[src/rtl/lfsr_period_monitor.sv]
// Fibonacci LFSR that tracks its own statistics and measures its period.
// It counts emitted ones and zeros and pattern hits, and pulses max_tick when the sequence returns to its start state.
module lfsr_period_monitor #(
  parameter int              WIDTH = 22,
  parameter logic [WIDTH-1:0] TAPS = 22'h200001,
  parameter logic [WIDTH-1:0] SEED = 22'h000001,
  parameter int              CNT_W = 32
) (
  input  logic             clk,
  input  logic             reset,
  input  logic             enable,
  input  logic             load,
  input  logic [WIDTH-1:0] seed_in,
  input  logic             stats_clear,
  input  logic [WIDTH-1:0] pattern,
  output logic             lfsr_out,
  output logic [WIDTH-1:0] lfsr_full_out,
  output logic             max_tick,
  output logic [CNT_W-1:0] period_len,
  output logic             period_valid,
  output logic [CNT_W-1:0] counterOne,
  output logic [CNT_W-1:0] counterZero,
  output logic [CNT_W-1:0] patternCounter
);

  localparam logic [CNT_W-1:0] CNT_MAX = '1;
  localparam logic [CNT_W-1:0] CNT_ONE = {{(CNT_W-1){1'b0}}, 1'b1};
  localparam int               N_STAT  = 3;

  // Hold at all-ones instead of wrapping back to zero.
  function automatic logic [CNT_W-1:0] sat_inc(input logic [CNT_W-1:0] v);
    return (v == CNT_MAX) ? v : v + CNT_ONE;
  endfunction

  logic [WIDTH-1:0] state_reg;
  logic [WIDTH-1:0] start_reg;
  logic [CNT_W-1:0] step_cnt_reg;
  logic             max_tick_reg;
  logic [CNT_W-1:0] period_len_reg;
  logic             period_valid_reg;

  logic             fb;
  logic [WIDTH-1:0] state_next;
  logic [WIDTH-1:0] seed_eff;
  logic             emit_bit;
  logic             wrap;
  logic [CNT_W-1:0] step_cnt_inc;
  logic [N_STAT-1:0] stat_hit;

  always_comb begin
    fb           = ^(state_reg & TAPS);
    state_next   = {state_reg[WIDTH-2:0], fb};
    emit_bit     = state_reg[WIDTH-1];
    seed_eff     = (seed_in == '0) ? SEED : seed_in;
    wrap         = (state_next == start_reg);
    step_cnt_inc = sat_inc(step_cnt_reg);
    stat_hit     = '0;
    stat_hit[0]  = emit_bit;
    stat_hit[1]  = ~emit_bit;
    stat_hit[2]  = (state_reg == pattern);
  end

  // A zero seed would lock the register up, so it is replaced by SEED.
  always_ff @(posedge clk) begin
    if (reset) begin
      state_reg        <= SEED;
      start_reg        <= SEED;
      step_cnt_reg     <= '0;
      max_tick_reg     <= 1'b0;
      period_len_reg   <= '0;
      period_valid_reg <= 1'b0;
    end else if (load) begin
      state_reg        <= seed_eff;
      start_reg        <= seed_eff;
      step_cnt_reg     <= '0;
      max_tick_reg     <= 1'b0;
      period_len_reg   <= '0;
      period_valid_reg <= 1'b0;
    end else if (enable) begin
      state_reg    <= state_next;
      max_tick_reg <= wrap;
      if (wrap) begin
        // step_cnt_inc saturates, so an overlong period reports all-ones.
        period_len_reg   <= step_cnt_inc;
        period_valid_reg <= 1'b1;
        step_cnt_reg     <= '0;
      end else begin
        step_cnt_reg <= step_cnt_inc;
      end
    end else begin
      max_tick_reg <= 1'b0;
    end
  end

  // Statistics counters: 0 = ones, 1 = zeros, 2 = pattern hits.
  for (genvar gi = 0; gi < N_STAT; gi++) begin : g_stat
    logic [CNT_W-1:0] cnt_reg;
    always_ff @(posedge clk) begin
      if (reset || load || stats_clear) begin
        cnt_reg <= '0;
      end else if (enable && stat_hit[gi]) begin
        cnt_reg <= sat_inc(cnt_reg);
      end
    end
  end

  assign lfsr_out       = state_reg[WIDTH-1];
  assign lfsr_full_out  = state_reg;
  assign max_tick       = max_tick_reg;
  assign period_len     = period_len_reg;
  assign period_valid   = period_valid_reg;
  assign counterOne     = g_stat[0].cnt_reg;
  assign counterZero    = g_stat[1].cnt_reg;
  assign patternCounter = g_stat[2].cnt_reg;

endmodule

[config.mk]
export PLATFORM = sky130hd
export DESIGN_NAME = lfsr_period_monitor
export DESIGN_NICKNAME = d
export VERILOG_FILES = /design/src/rtl/lfsr_period_monitor.sv
export SDC_FILE = /design/constraint.sdc
export NUM_CORES = 1
export LEC_CHECK = 0
export BUFFER_PORTS_ARGS = -buffer_cell sky130_fd_sc_hd__clkbuf_2
export CORE_MARGIN = 1
export CORE_UTILIZATION = 34
export DETAILED_ROUTE_END_ITERATION = 10
export PLACE_DENSITY_LB_ADDON = 0.15
export SLEW_MARGIN = 25
export SYNTH_ARGS = -nofsm -noshare
export SYNTH_HDL_FRONTEND = slang
export SYNTH_SLANG_ARGS = --single-unit
[constraint.sdc]
create_clock -name clk -period 7.06 [get_ports clk]
set_clock_uncertainty 0.05 [all_clocks]
set_input_delay 0.706 -clock clk [delete_from_list [all_inputs] [get_ports clk]]
set_output_delay 0.706 -clock clk [all_outputs]
set_load 0.01 [all_outputs]
==> reports/metrics.csv, run 1 <==
stage,metric,value,unit
yosys,Post-Synthesis Cells,1227,
detailed_routing,DRT antenna net count,0,
clock_network,Worst-path clk slew,60,ps
yosys,Syn Area/Cell,8.40,sq um
run_status,status,"complete, no violations",
power,Max VDD drop,0.000160,V
clock_network,# hold bufs at CTS,0,
clock_network,Num CTS Buffers,25,
worst_hold_path,worst hold path type,in2reg,
floorplan,Die W,176,um
grt,met3 Track Usage GR,0.0304,
grt,met1 usage in global routing,0.268,
clock_network,clk root buf,clkbuf_16,
clock_network,CTS sink count,206,
timing,Pins Over Slew Limit,0,
timing,# setup viols final,0,
layout,"Core Util, Final",0.416,
place,DP HPWL,21.1,mm
place,number of I/O port buffers,201,
floorplan,# rows,63,
setup_path,Crit Path Class,reg2reg,
setup_path,CP max FO,25,
clock_network,Clock Latency Late Sink,510,ps
detailed_routing,1st-pass router iterations,5,
setup_path,Critical Path Sink Type,flip-flop,
timing,minimum clock period,3020,ps
yosys,synth top area cells,"dfxtp_1, xnor2_1, xor2_1, nor2_1, a21oi_1",
clock_network,Setup Buffers After CTS,0,
detailed_routing,initial DRC count,581,
yosys,Synth top area share,0.400,
grt,aggregate global routing overflow,0,
yosys,"Distinct cells, synth",60,
floorplan,Die Ht,176,um
place,RD Place Congestion,0.829,
grt,GR peak layer,met2,
timing,Slew HR,0.369,
setup_path,Setup crit start kind,flip-flop,
floorplan,I/O pin cnt,202,
layout,share of layout cells above drive strength 1,0.201,
yosys,"count leader, synth",dfxtp_1,
grt,antenna violations before repair,0,
yosys,leading area contributor after synthesis,dfxtp_1,
setup_path,Worst Path Arrival,3400,ps
yosys,Synthesized Nets,1280,
detailed_routing,routed len/inst,16.9,um
grt,largest net degree at the start of global routing,66,
power,Static Leak,4.63,nW
setup_path,Worst EP required,7440,ps
yosys,Post-synth EDFFs,0,
detailed_routing,Post-route DRC,0,
power,Cell Pwr Density,207,mW/mm^2
layout,fillcell total,3055,
yosys,synth warn,0,
timing,Final Hold Vio Count,0,
detailed_routing,Vias,9714,
grt,GRT met2 Usage,0.305,
yosys,"flops & latches, synth",206,
grt,number of global-route vias before repair,8902,
clock_network,CTS HTree Levels,1,
yosys,most instantiated cells after synthesis,"dfxtp_1, nor2_1, a21oi_1",
yosys,Post-synth ARST share,0,
timing,Worst-Margin Slew,943,ps
detailed_routing,vias per inst,5.40,
layout,Synth-to-Final Area Change,19.9,%
timing,fmax,331,MHz
floorplan,die footprint,0.0310,sq mm
yosys,Synth Cell Area,0.0103,sq mm
yosys,ys flop type,dfxtp_1,
floorplan,initial core utilization,0.347,
detailed_routing,WL final,30.4,mm
grt,first-pass GRT wire length,48.4,mm
timing,Fin Setup TNS,0,ps
clock_network,# resized after CTS,0,
layout,Inserted Diodes,0,
clock_network,TritonCTS clock tree,yes,
layout,nets,1445,
clock_network,CTS Buffer Depth,3,
floorplan,Core Box Area,0.0297,sq mm
timing,Tcrit/Tclk final,0.428,
timing,RSZ-0062 raised after global routing,no,
yosys,"Seq/Total Area, Yosys",0.400,
job,Max Cap Viol,0,
grt,Total Routing Usage GR,0.192,
## power breakdown
| group | leakage, nW | switching [mW] | internal, mW |
|---|---|---|---|
| registers | 1.67 | 0.0248 | 1.18 |
| clock network | 0.390 | 0.492 | 0.708 |
| logic | 2.57 | 0.0958 | 0.0623 |
## cell usage in the layout (no fill, tap or decap), types with 10 or more instances in the layout
cell         n
a21oi_1     94
mux2i_1     31
buf_4       12
or4_1       21
xnor2_1     65
clkbuf_16   25
xor2_1      63
a31o_2      10
o21ai_0     53
nand3_1     56
inv_1       10
and4_1      20
o31ai_1     14
a22o_1      18
a31oi_1     19
or3_1       15
nor4_1      28
nand2_1     74
clkbuf_2   201
nor3_1      30
and3_1      27
nand4_1     60
nor2_1     144
dfxtp_1    206
## routing by layer
layer,up-vias,share of wire
li1,4832,-
met1,4597,0.48
met2,242,0.45
met3,43,0.048
met4,0,0.022
met5,-,0
## area by class of cell
cell class	instances	area, sq um	share of cell area
clock buffers	34	719	0.0582
clock inverters	10	52.6	0.00425
inverters	11	41.3	0.00334
multi-input cells	935	5850	0.473
flip-flops and latches	206	4120	0.333
well taps	390	488	0.0395
repair buffers	213	1100	0.0886
## through the flow
stage / total power, mW / cells / setup WS, ps / area [sq um] / hold slack [ps]
final: 2.56 / 1799 / 4040 / 12400 / 403
after global routing: 2.67 / 1799 / 3860 / 12400 / 393
after CTS: 2.61 / 1799 / 4010 / 12400 / 383
after detailed placement: 1.39 / 1755 / 3530 / 11600 / 410
after global placement: 1.39 / 1755 / 3580 / 11600 / 399
after floorplan: 1.33 / 1227 / 4370 / 10300 / 385
## worst max-delay path, stage by stage, from the launching register on
cell     delay (ps)
dfxtp_1         720
xnor2_4         200
nand4_1         100
or4_4           590
or2_1           530
or4_1           580
a21oi_1         160
## final timing paths
check	end	depth (start not counted)	startpoint	slack, ps
worst max register to register	patternCounter[27]	6	lfsr_full_out[21]	4040
worst min-delay path	start_reg[7]	2	seed_in[7]	400
worst min register to register	step_cnt_reg[9]	1	step_cnt_reg[9]	420
worst max-delay path	patternCounter[27]	6	lfsr_full_out[21]	4040
## logic make-up after synthesis
logic type | after synthesis | share of synthesized area
multiplexers | 31 | 0.0301
XOR/XNOR | 130 | 0.113
flip-flops | 206 | 0.400
adder cells (fa/ha/maj) | 4 | 0.00485
AO/OA/AOI/OAI | 252 | 0.153
AND/OR/NAND/NOR | 518 | 0.263
buffers and inverters | 86 | 0.0358
(Power assumes the default switching activity.)
==> run 2: changes to the inputs <==
==> constraint.sdc (replaced) <==
create_clock -name clk -period 2.7 [get_ports clk]
set_clock_uncertainty 0.05 [all_clocks]
set_input_delay 0.27 -clock clk [delete_from_list [all_inputs] [get_ports clk]]
set_output_delay 0.27 -clock clk [all_outputs]
set_load 0.01 [all_outputs]
==> reports/metrics.csv, run 2 (synthesis results as in run 1) <==
stage,metric,value,unit,change
run_status,status,"complete, no violations",,
timing,Fin Setup TNS,0,ps,unchanged
layout,nets,1521,,+5.3%
grt,aggregate global routing overflow,0,,unchanged
floorplan,# rows,63,,unchanged
detailed_routing,vias per inst,5.33,,-1.2%
grt,first-pass GRT wire length,48.9,mm,+1.1%
timing,Setup WS post-layout,201,ps,-3840 ps
floorplan,die footprint,0.0310,sq mm,unchanged
timing,fmax,400,MHz,+21%
timing,Slew HR,0.465,,+0.0960
setup_path,Worst Path Arrival,2900,ps,-500 ps
detailed_routing,Vias,10000,,+3.1%
layout,Inserted Diodes,0,,unchanged
timing,minimum clock period,2500,ps,-521 ps
setup_path,Worst EP required,3100,ps,-4340 ps
setup_path,Crit Path Class,reg2reg,,
timing,Tcrit/Tclk final,0.925,,+0.498
clock_network,clk root buf,clkbuf_16,,
grt,largest net degree at the start of global routing,81,,+23%
worst_hold_path,Worst Hold Endpoint,start_reg[21],,
floorplan,I/O pin cnt,202,,unchanged
clock_network,Clock Latency Late Sink,530,ps,+20 ps
floorplan,Die Ht,176,um,unchanged
layout,"commonest non-fill, non-tap cells in the layout","dfxtp_1, clkbuf_2, nor2_1",,
detailed_routing,Post-route DRC,0,,unchanged
clock_network,CTS Buffer Depth,3,,unchanged
layout,share of layout cells above drive strength 1,0.226,,+0.0256
worst_hold_path,worst hold path type,in2reg,,
power,Cell Pwr Density,553,mW/mm^2,+170%
worst_hold_path,WHS Path Cells,3,,+1
power,Sw Share,0.232,,-0.00736
layout,multi-input logic area,0.00584,sq mm,-0.11%
place,number of I/O port buffers,201,,unchanged
clock_network,# hold bufs at CTS,21,,+21
setup_path,Critical Path Sink Type,flip-flop,,
timing,Final Hold Vio Count,0,,unchanged
power,overall power,7.28,mW,+180%
power,Combinational Power Share,0.069,,+0.007
setup_path,Worst R2R End,patternCounter[20],,
grt,Total Routing Usage GR,0.194,,+0.00223
layout,Synth-to-Final Area Change,27.7,%,
power,sequential share of power,0.430,,-0.040
layout,flip-flop and latch area,0.00412,sq mm,unchanged
setup_path,Reg-to-Reg Start,lfsr_full_out[3],,
grt,number of global-route vias before repair,9075,,+1.9%
clock_network,Worst-path clk slew,60,ps,about the same
detailed_routing,1st-pass router iterations,5,,unchanged
detailed_routing,DRT antenna net count,0,,unchanged
timing,Worst-Margin Slew,799,ps,-144 ps
grt,antenna violations before repair,0,,unchanged
clock_network,# resized after CTS,0,,unchanged
power,Max VDD drop,0.000430,V,+170%
timing,RSZ-0062 raised after global routing,no,,
layout,fillcell total,3013,,-1.4%
floorplan,Core Box Area,0.0297,sq mm,unchanged
setup_path,Setup crit start kind,flip-flop,,
detailed_routing,initial DRC count,625,,+7.6%
clock_network,Setup Buffers After CTS,0,,unchanged
clock_network,Num CTS Buffers,26,,+4.0%
floorplan,initial core utilization,0.347,,unchanged
place,RD Place Congestion,0.911,,+9.9%
setup_path,R2R Setup Slk,200,ps,-3840 ps
floorplan,Die W,176,um,unchanged
clock_network,CTS sink count,206,,unchanged
clock_network,TritonCTS clock tree,yes,,
place,Place WS,173,ps,-3360 ps
job,Max Cap Viol,0,,unchanged
timing,Pins Over Slew Limit,0,,unchanged
power,Static Leak,5.07,nW,+9.6%
power,Clk network pwr share,0.501,,+0.033
detailed_routing,routed len/inst,16.6,um,-1.6%
place,DP HPWL,22.2,mm,+5.0%
power,switching power,1.69,mW,+180%
timing,# setup viols final,0,,unchanged
power,internal power,5.59,mW,+190%
detailed_routing,WL final,31.2,mm,+2.7%
setup_path,worst-case reg-to-reg path depth,7,,+1
clock_network,CTS HTree Levels,1,,unchanged
setup_path,CP max FO,12,,-52%
worst_hold_path,worst hold start,seed_in[21],,
layout,"commonest non-fill, non-tap cell in the layout",dfxtp_1,,
==> run 2: cell count changes in the layout (fill, tap and decap cells not counted), sizes merged <==
cell | before | now
clkbuf | 235 | 245
bufinv | 0 | 2
buf | 12 | 66
inv | 10 | 11
clkinvlp | 1 | 0
dlygate4sd3 | 0 | 21
clkinv | 10 | 2
==> run 2: critical path, stage by stage, from the launching register on <==
cell and delay, ps:
dfxtp_1 320, xnor2_1 180, buf_4 160, nand4_1 90, or4_1 540, or4_4 510
or4_1 420, a21oi_1 140
==> run 2: power groups by stage <==
stage	Sequential [mW]	Clock, mW	Combinational (mW)
detailed placement	3.20	0	0.481
global route	3.13	3.89	0.545
global placement	3.19	0	0.484
CTS	3.13	3.76	0.508
floorplan	3.20	0	0.266
finish	3.13	3.64	0.504
==> run 2: stage by stage <==
step	hold WS, ps	utilization	cell area [sq um]	std cells
2_1_floorplan	346	-	10300	1227
3_3_place_gp	404	0.405	12000	1809
5_1_grt	8.13	0.443	13200	1878
3_5_place_dp	418	0.405	12000	1809
4_1_cts	2.28	0.443	13200	1878
6_report	22.3	0.443	13200	1878
==> run 2: per-layer routing <==
layer | GRT usage | wire, um | share of wire | up-vias
met5 | 0 | 0 | 0 | -
met4 | 0.0511 | 728 | 0.023 | 0
met3 | 0.0276 | 1810 | 0.058 | 51
met2 | 0.309 | 14200 | 0.46 | 262
met1 | 0.272 | 14400 | 0.46 | 4711
li1 | - | - | - | 4995
==> run 2: area by class of cell <==
class	instances	area share
flip-flops and latches	206	0.313
repair buffers	288	0.134
well taps	390	0.0371
clock inverters	4	0.00580
inverters	11	0.00314
clock buffers	44	0.0637
multi-input cells	935	0.443
==> run 2: worst max path at each step <==
stage                            from                 end  slack, ps  depth (start not counted)
global placement           pattern[3]  patternCounter[16]        150                          8
CTS                  lfsr_full_out[3]  patternCounter[20]        180                          7
global route          step_cnt_reg[0]      period_len[28]         20                          7
floorplan           lfsr_full_out[21]  patternCounter[25]        240                          9
detailed placement         pattern[3]  patternCounter[14]        170                          8
finish               lfsr_full_out[3]  patternCounter[20]        200                          7
==> run 3: changes to the inputs <==
--- a/config.mk
+++ b/config.mk
@@ -9,7 +9,7 @@
 export CORE_MARGIN = 1
 export CORE_UTILIZATION = 34
 export DETAILED_ROUTE_END_ITERATION = 10
-export PLACE_DENSITY_LB_ADDON = 0.15
+export PLACE_DENSITY_LB_ADDON = 0.05
 export SLEW_MARGIN = 25
 export SYNTH_ARGS = -nofsm -noshare
 export SYNTH_HDL_FRONTEND = slang
==> reports/metrics.csv, run 3 (synthesis results as in run 1) <==
stage,metric,value,unit,change
setup_path,CP max FO,12,,unchanged
detailed_routing,Post-route DRC,0,,unchanged
grt,Total Routing Usage GR,0.200,,+0.00629
clock_network,Clock Latency Late Sink,530,ps,about the same
clock_network,Num CTS Buffers,26,,unchanged
place,RD Place Congestion,0.873,,-4.2%
clock_network,Worst-path clk slew,60,ps,about the same
timing,Worst-Margin Slew,786,ps,-12.8 ps
setup_path,Worst EP required,3110,ps,about the same
floorplan,Die Ht,176,um,unchanged
detailed_routing,Vias,9842,,-1.8%
setup_path,Critical Path Sink Type,flip-flop,,
timing,Tcrit/Tclk final,0.960,,+0.0344
grt,largest net degree at the start of global routing,64,,-21%
floorplan,initial core utilization,0.347,,unchanged
floorplan,# rows,63,,unchanged
setup_path,most frequent CP cell,or4_1,,
setup_path,Worst path top cell family by delay,simple AND/OR/NAND/NOR gates,,
setup_path,Slowest cell on crit path,or4_1,,
setup_path,Setup crit start,lfsr_full_out[3],,
detailed_routing,initial DRC count,545,,-13%
grt,aggregate global routing overflow,0,,unchanged
job,Max Cap Viol,0,,unchanged
power,Max VDD drop,0.000382,V,-11%
power,Cell Pwr Density,546,mW/mm^2,-1.3%
setup_path,CP Cell Sequence,"xnor2_1, nand4_1, or4_1, or4_4, or4_1, a21oi_1",,
floorplan,Core Box Area,0.0297,sq mm,unchanged
layout,Finished Layout Cells,1871,,-0.37%
place,number of I/O port buffers,201,,unchanged
floorplan,I/O pin cnt,202,,unchanged
detailed_routing,vias per inst,5.26,,-1.4%
layout,"commonest non-fill, non-tap cells in the layout","dfxtp_1, clkbuf_2, nor2_1",,
clock_network,TritonCTS clock tree,yes,,
detailed_routing,1st-pass router iterations,5,,unchanged
grt,number of global-route vias before repair,9020,,-0.61%
floorplan,Die W,176,um,unchanged
layout,fillcell total,3007,,-0.20%
layout,Synth-to-Final Area Change,26.8,%,
setup_path,Setup crit start kind,flip-flop,,
worst_hold_path,worst hold start,seed_in[20],,
clock_network,CTS sink count,206,,unchanged
setup_path,Crit Path Class,reg2reg,,
timing,Slew HR,0.473,,+0.00857
layout,"commonest non-fill, non-tap cell in the layout",dfxtp_1,,
grt,antenna violations before repair,0,,unchanged
run_status,status,"complete, no violations",,
clock_network,CTS HTree Levels,1,,unchanged
layout,share of layout cells above drive strength 1,0.226,,-0.000955
clock_network,clk root buf,clkbuf_16,,
power,Static Leak,5.02,nW,-1.1%
timing,Final Hold Vio Count,0,,unchanged
layout,"Core Util, Final",0.440,,-0.00303
detailed_routing,routed len/inst,16.8,um,+1.3%
detailed_routing,WL final,31.5,mm,+0.97%
timing,minimum clock period,2590,ps,+92.8 ps
timing,hold slack,15.3,ps,-7.00 ps
layout,Inserted Diodes,0,,unchanged
clock_network,CTS Buffer Depth,3,,unchanged
setup_path,Worst Path Arrival,3000,ps,+100 ps
layout,Final Cell Area,0.0131,sq mm,-0.68%
clock_network,Setup Buffers After CTS,0,,unchanged
timing,Pins Over Slew Limit,0,,unchanged
grt,first-pass GRT wire length,50.2,mm,+2.6%
place,DP HPWL,22.5,mm,+1.4%
floorplan,die footprint,0.0310,sq mm,unchanged
place,"Cell Area, Placed",0.0120,sq mm,-0.40%
worst_hold_path,worst hold path type,in2reg,,
detailed_routing,DRT antenna net count,0,,unchanged
setup_path,Max stage delay on crit path,530,ps,about the same
timing,RSZ-0062 raised after global routing,no,,
setup_path,Worst Path Buf+Inv,0,,-1
setup_path,Reg-to-Reg Start,lfsr_full_out[3],,
place,Cells after DPL,1806,,-0.17%
timing,# setup viols final,0,,unchanged
layout,nets,1517,,-0.26%
timing,fmax,386,MHz,-3.6%
timing,Fin Setup TNS,0,ps,unchanged
## run 3: what timing repair did
action	in CTS	in global routing
hold buffers	20	0
resized for setup	0	5
endpoints found under the setup margin	0	26
endpoints found under the hold margin	39	0
## run 3: final cells by class
class | instances | area, sq um | area share
clock buffers | 41 | 798 | 0.0610
clock inverters | 4 | 70.1 | 0.00536
inverters | 11 | 41.3 | 0.00316
multi-input cells | 935 | 5850 | 0.447
flip-flops and latches | 206 | 4130 | 0.315
well taps | 390 | 488 | 0.0373
repair buffers | 284 | 1700 | 0.130
## run 3: path summary, 6_finish.rpt
| path | endpoint | slack, ps | cells past startpoint |
|---|---|---|---|
| setup reg to reg | patternCounter[20] | 110 | 6 |
| hold reg to reg | step_cnt_reg[9] | 420 | 1 |
| setup / recovery | patternCounter[20] | 110 | 6 |
| hold / removal | start_reg[20] | 20 | 3 |
## run 3: tightest hold or removal path, cell delays in order
cell	delay (ps)
clkbuf_2	140
mux2i_1	80
nor2_1	70
## run 3: per-layer routing
metal / global-route usage / wire length (um) / part of all wire / up-vias
met5: 0 / 0 / 0 / -
met4: 0.0446 / 538 / 0.017 / 0
met3: 0.0269 / 1350 / 0.043 / 34
met2: 0.317 / 14000 / 0.45 / 199
met1: 0.286 / 15600 / 0.49 / 4609
li1: - / - / - / 5000
## run 3: where the power goes
group          switching (mW)  internal [mW]
sequential             0.0509           3.09
clock                    1.32           2.19
combinational           0.280          0.206
## run 3: per-stage QoR
step,power (mW),setup slack (ps)
finish,7.14,109
global route,7.42,5.55
CTS,7.25,11.6
detailed placement,3.66,19.1
global placement,3.67,67.8
floorplan,3.46,238
